===== src/rtl/mem_port_arbiter_if.sv =====
// Bus bundle between NREQ requesters, the arbiter and a registered-read memory.
// Handshake: requester i holds req_valid/req_we/req_addr/req_wdata stable
// while req_valid=1 and req_ready=0; the operation is accepted on the rising
// clock edge where req_valid[i] & req_ready[i] are both 1. Read data comes
// back exactly one cycle after acceptance, flagged by rsp_valid, and cannot
// be stalled.
interface mem_port_arbiter_if #(
  parameter int NREQ   = 2,
  parameter int AWIDTH = 16,
  parameter int DWIDTH = 16
) ();

  // Requester side
  logic [NREQ-1:0]        req_valid;
  logic [NREQ-1:0]        req_we;
  logic [NREQ*AWIDTH-1:0] req_addr;
  logic [NREQ*DWIDTH-1:0] req_wdata;
  logic [NREQ-1:0]        req_ready;
  logic [NREQ-1:0]        rsp_valid;
  logic [DWIDTH-1:0]      rsp_data;

  // Memory side
  logic                   mem_re;
  logic [AWIDTH-1:0]      mem_raddr;
  logic [DWIDTH-1:0]      mem_rdata;
  logic                   mem_we;
  logic [AWIDTH-1:0]      mem_waddr;
  logic [DWIDTH-1:0]      mem_wdata;

  // Requesters plus memory model: drive requests and read data.
  modport master (
    output req_valid, req_we, req_addr, req_wdata, mem_rdata,
    input  req_ready, rsp_valid, rsp_data,
    input  mem_re, mem_raddr, mem_we, mem_waddr, mem_wdata
  );

  // Arbiter: grants requests and drives the memory ports.
  modport slave (
    input  req_valid, req_we, req_addr, req_wdata, mem_rdata,
    output req_ready, rsp_valid, rsp_data,
    output mem_re, mem_raddr, mem_we, mem_waddr, mem_wdata
  );

endinterface


===== src/rtl/mem_port_arbiter.sv =====
// Shares one memory with separate read and write ports among NREQ requesters.
// Reads and writes are arbitrated independently with round-robin pointers, so
// one read and one write can issue per cycle. Read responses return one cycle
// after acceptance, tagged one-hot with the requester that issued them.
// rd_ptr_o/wr_ptr_o expose the arbitration pointers for observation.
module mem_port_arbiter #(
  parameter int  NREQ      = 2,
  parameter int  AWIDTH    = 16,
  parameter int  DWIDTH    = 16,
  parameter bit  RAW_STALL = 1'b1,
  localparam int PW        = (NREQ > 1) ? $clog2(NREQ) : 1
) (
  input  logic                   clk_i,
  input  logic                   rst_ni,
  mem_port_arbiter_if.slave      bus,
  output logic [PW-1:0]          rd_ptr_o,
  output logic [PW-1:0]          wr_ptr_o
);

  localparam logic [PW:0]   NREQ_W = (PW+1)'(NREQ);
  localparam logic [PW-1:0] LAST   = PW'(NREQ - 1);

  logic [PW-1:0]     rd_ptr_q, rd_ptr_d;
  logic [PW-1:0]     wr_ptr_q, wr_ptr_d;
  logic [NREQ-1:0]   rsp_valid_q, rsp_valid_d;

  logic [AWIDTH-1:0] addr_a  [NREQ];
  logic [DWIDTH-1:0] wdata_a [NREQ];

  logic [NREQ-1:0]   rd_c, wr_c, raw_hit, rd_elig;
  logic [NREQ-1:0]   rd_oh, wr_oh;
  logic              rd_gnt, wr_gnt;
  logic [PW-1:0]     rd_win, wr_win;

  // Round-robin search: first set bit of cand at or above ptr, wrapping at
  // NREQ. Returns {found, index}.
  function automatic logic [PW:0] rr_pick(input logic [NREQ-1:0] cand,
                                          input logic [PW-1:0]   ptr);
    logic          found;
    logic [PW-1:0] idx;
    logic [PW:0]   pos;
    found = 1'b0;
    idx   = '0;
    for (int k = 0; k < NREQ; k++) begin
      pos = {1'b0, ptr} + (PW+1)'(k);
      if (pos >= NREQ_W) pos = pos - NREQ_W;
      if (!found && cand[pos[PW-1:0]]) begin
        found = 1'b1;
        idx   = pos[PW-1:0];
      end
    end
    return {found, idx};
  endfunction

  // Pointer moves one past the winner, wrapping NREQ-1 -> 0.
  function automatic logic [PW-1:0] next_ptr(input logic [PW-1:0] idx);
    return (idx == LAST) ? '0 : idx + PW'(1);
  endfunction

  // Unpack the flat address/data buses into per-requester slices.
  always_comb begin
    for (int i = 0; i < NREQ; i++) begin
      addr_a[i]  = bus.req_addr[i*AWIDTH +: AWIDTH];
      wdata_a[i] = bus.req_wdata[i*DWIDTH +: DWIDTH];
    end
  end

  // Arbitration: write winner first, so a same-address reader can be held
  // back one cycle and observe the newly written data.
  always_comb begin
    rd_c    = '0;
    wr_c    = '0;
    raw_hit = '0;
    rd_oh   = '0;
    wr_oh   = '0;
    // Gating candidates with reset forces every grant and enable low.
    if (rst_ni) begin
      rd_c = bus.req_valid & ~bus.req_we;
      wr_c = bus.req_valid &  bus.req_we;
    end
    {wr_gnt, wr_win} = rr_pick(wr_c, wr_ptr_q);
    for (int i = 0; i < NREQ; i++) begin
      raw_hit[i] = RAW_STALL && wr_gnt && (addr_a[i] == addr_a[wr_win]);
    end
    rd_elig = rd_c & ~raw_hit;
    {rd_gnt, rd_win} = rr_pick(rd_elig, rd_ptr_q);
    if (wr_gnt) wr_oh[wr_win] = 1'b1;
    if (rd_gnt) rd_oh[rd_win] = 1'b1;
  end

  // Grants and memory drive; idle address/data outputs are held at zero.
  always_comb begin
    bus.req_ready = wr_oh | rd_oh;
    bus.mem_we    = wr_gnt;
    bus.mem_waddr = wr_gnt ? addr_a[wr_win]  : '0;
    bus.mem_wdata = wr_gnt ? wdata_a[wr_win] : '0;
    bus.mem_re    = rd_gnt;
    bus.mem_raddr = rd_gnt ? addr_a[rd_win]  : '0;
  end

  // Next-state: pointers advance only on a grant in their own class; the
  // response flag tracks this cycle's read grant.
  always_comb begin
    rd_ptr_d    = rd_ptr_q;
    wr_ptr_d    = wr_ptr_q;
    rsp_valid_d = rd_oh;
    if (rd_gnt) rd_ptr_d = next_ptr(rd_win);
    if (wr_gnt) wr_ptr_d = next_ptr(wr_win);
  end

  // State registers; reset drops any response still in flight.
  always_ff @(posedge clk_i or negedge rst_ni) begin
    if (!rst_ni) begin
      rd_ptr_q    <= '0;
      wr_ptr_q    <= '0;
      rsp_valid_q <= '0;
    end else begin
      rd_ptr_q    <= rd_ptr_d;
      wr_ptr_q    <= wr_ptr_d;
      rsp_valid_q <= rsp_valid_d;
    end
  end

  // Read data comes straight from the memory's output register.
  always_comb begin
    bus.rsp_valid = rsp_valid_q;
    bus.rsp_data  = bus.mem_rdata;
    rd_ptr_o      = rd_ptr_q;
    wr_ptr_o      = wr_ptr_q;
  end

endmodule


===== src/flat_wrapper.sv =====
// flat-port wrapper written by rule: the top's interface ports become plain ports
module mem_port_arbiter_flat 
#(
  parameter int  NREQ      = 2,
  parameter int  AWIDTH    = 16,
  parameter int  DWIDTH    = 16,
  parameter bit  RAW_STALL = 1'b1,
  localparam int PW        = (NREQ > 1) ? $clog2(NREQ) : 1
)
  (clk_i, rst_ni, rd_ptr_o, wr_ptr_o, bus_req_valid, bus_req_we, bus_req_addr, bus_req_wdata, bus_mem_rdata, bus_req_ready, bus_rsp_valid, bus_rsp_data, bus_mem_re, bus_mem_raddr, bus_mem_we, bus_mem_waddr, bus_mem_wdata);
  mem_port_arbiter_if #(.NREQ(NREQ), .AWIDTH(AWIDTH), .DWIDTH(DWIDTH)) bus_i ();
  input  logic clk_i;
  input  logic rst_ni;
  output logic [PW-1:0] rd_ptr_o;
  output logic [PW-1:0] wr_ptr_o;
  input wire logic [$bits(bus_i.req_valid)-1:0] bus_req_valid;
  input wire logic [$bits(bus_i.req_we)-1:0] bus_req_we;
  input wire logic [$bits(bus_i.req_addr)-1:0] bus_req_addr;
  input wire logic [$bits(bus_i.req_wdata)-1:0] bus_req_wdata;
  input wire logic [$bits(bus_i.mem_rdata)-1:0] bus_mem_rdata;
  output wire logic [$bits(bus_i.req_ready)-1:0] bus_req_ready;
  output wire logic [$bits(bus_i.rsp_valid)-1:0] bus_rsp_valid;
  output wire logic [$bits(bus_i.rsp_data)-1:0] bus_rsp_data;
  output wire logic [$bits(bus_i.mem_re)-1:0] bus_mem_re;
  output wire logic [$bits(bus_i.mem_raddr)-1:0] bus_mem_raddr;
  output wire logic [$bits(bus_i.mem_we)-1:0] bus_mem_we;
  output wire logic [$bits(bus_i.mem_waddr)-1:0] bus_mem_waddr;
  output wire logic [$bits(bus_i.mem_wdata)-1:0] bus_mem_wdata;
  assign bus_i.req_valid = bus_req_valid;
  assign bus_i.req_we = bus_req_we;
  assign bus_i.req_addr = bus_req_addr;
  assign bus_i.req_wdata = bus_req_wdata;
  assign bus_i.mem_rdata = bus_mem_rdata;
  assign bus_req_ready = bus_i.req_ready;
  assign bus_rsp_valid = bus_i.rsp_valid;
  assign bus_rsp_data = bus_i.rsp_data;
  assign bus_mem_re = bus_i.mem_re;
  assign bus_mem_raddr = bus_i.mem_raddr;
  assign bus_mem_we = bus_i.mem_we;
  assign bus_mem_waddr = bus_i.mem_waddr;
  assign bus_mem_wdata = bus_i.mem_wdata;
  mem_port_arbiter #(.NREQ(NREQ), .AWIDTH(AWIDTH), .DWIDTH(DWIDTH), .RAW_STALL(RAW_STALL)) u_core (.clk_i(clk_i), .rst_ni(rst_ni), .bus(bus_i), .rd_ptr_o(rd_ptr_o), .wr_ptr_o(wr_ptr_o));
endmodule

===== config.mk =====
export PLATFORM = sky130hd
export DESIGN_NAME = mem_port_arbiter_flat
export DESIGN_NICKNAME = d
export VERILOG_FILES = /design/src/rtl/mem_port_arbiter_if.sv /design/src/rtl/mem_port_arbiter.sv /design/src/flat_wrapper.sv
export SDC_FILE = /design/constraint.sdc
export NUM_CORES = 1
export LEC_CHECK = 0
export ABC_AREA = 1
export BUFFER_PORTS_ARGS = -buffer_cell sky130_fd_sc_hd__buf_2
export CORE_MARGIN = 10
export CORE_UTILIZATION = 40
export DETAILED_ROUTE_END_ITERATION = 7
export PLACE_DENSITY = 0.83
export SKIP_LAST_GASP = 1
export SLEW_MARGIN = 20
export SYNTH_ARGS = -nofsm -noshare
export SYNTH_HDL_FRONTEND = slang
export SYNTH_SLANG_ARGS = --single-unit

===== constraint.sdc =====
create_clock -name clk_i -period 4.4 [get_ports clk_i]
set_input_delay 0.44 -clock clk_i [delete_from_list [all_inputs] [get_ports clk_i]]
set_output_delay 0.44 -clock clk_i [all_outputs]
set_load 0.005 [all_outputs]

==> summary.md <==
| Metric | Value |
|---|---|
| Pwr dens | `~140 nW/um^2` |
| Final setup vio count | `0` |
| # fillers | `between 400 and 500` |
| H-tree Lvls | `1` |
| Clock Sinks | `4` |
| Vias | `2735` |
| Post-Route WL | `just under 8 mm` |
| Clock Tree Root | `clkbuf_8` |
| Final Cell Area | `about 2400 um^2` |
| Setup TNS | `0 ns` |
| Synth warnings | `0` |
| Mean area per synthesized cell | `~5.3 um^2` |
| Maximum vdd drop | `around 0.072 mV` |
| Pre-CTS setup slack | `1.05 ns` |
| Die width | `88.9 um` |
| Slew Viols, Final | `0` |
| Nets | `roughly 540` |
| Clock Path Buffers | `2` |
| Worst Hold Class | `in2async` |
| Initial antenna violation count | `0` |
| CP Class | `reg2out` |
| CTS tree | `built` |
| RePlAce Congestion | `0.866` |
| Cts bufs inserted | `3` |
| Final Critical Period | `3.51 ns` |
| Maxcap violations | `0` |
| Post-Syn Nets | `446` |
| Post-route insts no fill | `approximately 500` |
| CP startpoint kind | `flip-flop` |
| Placeable core area | `roughly 4500 um^2` |
| Critical path capture point type | `output port` |
| Hold Vio Cnt, Final | `0` |
| Met1 wire length | `around 2.9 mm` |
| Register area | `between 100 and 150 um^2` |
| Iteration count of the initial detailed-routing pass | `5` |
| Clock transition at path regs | `~0.030 ns` |
| Die Ht | `88.9 um` |
| Synth top area cells | `nand3_1, nand2_1, nand4_1, inv_1, nor2_1` |
| Cells after synthesis | `360` |
| R2r worst-path depth | `13` |
| Number of diodes | `0` |
| Cell area after synthesis | `1900 um^2` |
| Util after Layout | `53.8%` |
| Postcts setup bufs | `0` |
| Layout Area Growth over Synthesis | `26.8%` |
| Num rows | `24` |
| Layout cells sized above 1 | `about 34%` |
| Endpoint required time on the critical path | `3.96 ns` |
| Pin count of the biggest net entering global routing | `84` |
| Top-area cell type share of the netlist area | `about a quarter` |
| Worst Slack Setup Final | `between 0.8 and 0.9 ns` |
| Antenna viol nets, final | `0` |
| GRT overflow | `0` |
| Clock skew | `0.00301 ns` |
| Status | `finished clean` |
| Power, Total | `about 0.34 mW` |
| Unrepaired setup endpoints after global routing | `false` |
| Post-DR vias/cell | `about 5.4` |
| GRT Util Overall | `around 18%` |
| Hold_ws | `roughly 0.042 ns` |
| Post_cts resized | `0` |
| Lkg Pwr | `~1.5 nW` |
| FMAX | `around 0.28 GHz` |
| First-pass GRT wire length | `approximately 12 mm` |
| Routed WL per cell | `~15 um` |
| Total die area | `between 7000 and 8000 um^2` |
| Crit path DAT | `about 3.1 ns` |
| Post-synth top area cell | `nand3_1` |
| Area after DPL | `approximately 2400 um^2` |
| Sequential fraction of the synthesis area | `approximately 5.3%` |
| Post-synthesis cell type count | `27` |
| 1st-iter DRT viols | `170` |
| Cell count after placement | `500` |
| Max Used Layer | `met4` |
| DRC | `0` |
| Final period utilization | `around four fifths` |
| Count of state elements after synthesis | `4` |
| IO Port Bufs | `125` |
| CTS Hold Bufs | `0` |
| Metal3 WL | `~1.1 mm` |
| I/O Pins | `~160` |
| Starting density of the core | `42.4%` |
| Relative slew slack | `between 50 and 60%` |
| WL met2 | `approximately 3.8 mm` |
| Dpl hpwl | `slightly above 6 mm` |
| CP max FO | `83` |
| Multi-input gate area | `between 1000 and 1500 um^2` |
| Worst Tran Pin Value | `0.720 ns` |
| Worst-skew pair later-pin latency | `0.22 ns` |
| Vias in the first global route | `2679` |
## final cells by class
cell class / instances / share of cell area [%]
multi-input combinational: 271 / 56.8
timing repair buffer: 128 / 27.5
inverter: 45 / 7.12
sequential: 4 / 4.16
tap: 52 / 2.70
clock buffer: 3 / 1.72
## sequential cells by signal (all words and copies together), names as in the netlist
| register | flops |
|---|---|
| u_core.bus.rsp_valid | 2 |
| u_core.rd_ptr_o | 1 |
| u_core.wr_ptr_o | 1 |
## synth_stat cells
library cell	instances
inv_2	2
buf_2	4
buf_6	4
inv_4	1
nand4_1	29
nor2_2	3
nor2_4	1
nor3b_1	1
nand2_2	1
buf_8	1
nor3_1	1
nand2_1	77
buf_4	17
a21oi_1	7
nor2_1	37
buf_1	4
nand3_4	1
o21ai_1	1
a211oi_1	9
o21ai_0	1
dfrtp_1	4
clkbuf_1	10
nand2_8	1
nand3_2	9
nand3_1	91
nand2_4	1
inv_1	42
## report_power, final
part | leakage, nW | switching, mW | internal, mW
clock network | 0.0216 | 0.0186 | 0.0583
registers | 0.0503 | 0.00203 | 0.0420
logic | 1.46 | 0.136 | 0.0859
total | 1.53 | 0.156 | 0.186
## cell usage in the layout (no fill, tap or decap), drive strengths merged, types with 2 or more instances in the layout
cell    count
buf       128
nand3     101
nand2      80
inv        45
nor2       41
nand4      29
a211oi      9
a21oi       7
dfrtp       4
clkbuf      3
o21ai       2
## path summary, 6_finish.rpt
path,from,end,slack (ns)
hold reg to reg,u_core.wr_ptr_o$_DFFE_PN0P_,u_core.wr_ptr_o$_DFFE_PN0P_,0.59
setup / recovery,u_core.wr_ptr_o$_DFFE_PN0P_,bus_mem_raddr[15],0.89
setup reg to reg,u_core.wr_ptr_o$_DFFE_PN0P_,u_core.bus.rsp_valid[0]$_DFF_PN0_,1.57
max in group asynchronous,rst_ni,u_core.bus.rsp_valid[1]$_DFF_PN0_,4.21
min in group clk_i,u_core.wr_ptr_o$_DFFE_PN0P_,u_core.wr_ptr_o$_DFFE_PN0P_,0.59
hold / removal,rst_ni,u_core.wr_ptr_o$_DFFE_PN0P_,0.04
## cell families (layout without fill, tap and decap cells)
logic type	count (synthesis)	in the layout	synth area share (%)
AO/OA/AOI/OAI	18	18	5.94
buffers and inverters	85	176	22.8
flip-flops	4	4	5.28
AND/OR/NAND/NOR	253	253	66.0
## critical path, stage by stage, from the launching register on
cell and delay (ns):
dfrtp_1 0.37, inv_1 0.08, nand3_1 0.51, nand2_2 0.29, buf_12 0.32, nor2_1 0.10
nand2_1 0.07, nand4_1 0.08, nor2_1 0.15, nand3_2 0.13, nand3_4 0.22, nand2_8 0.18
nand3_1 0.11, nand2_1 0.06, buf_2 0.13
## routing by layer
layer / global-route usage, % / vias up
li1: - / 1376
met1: 18.9 / 1189
met2: 32.5 / 162
met3: 9.56 / 8
met4: 2.94 / 0
met5: 0 / -
(Power assumes the default switching activity.)
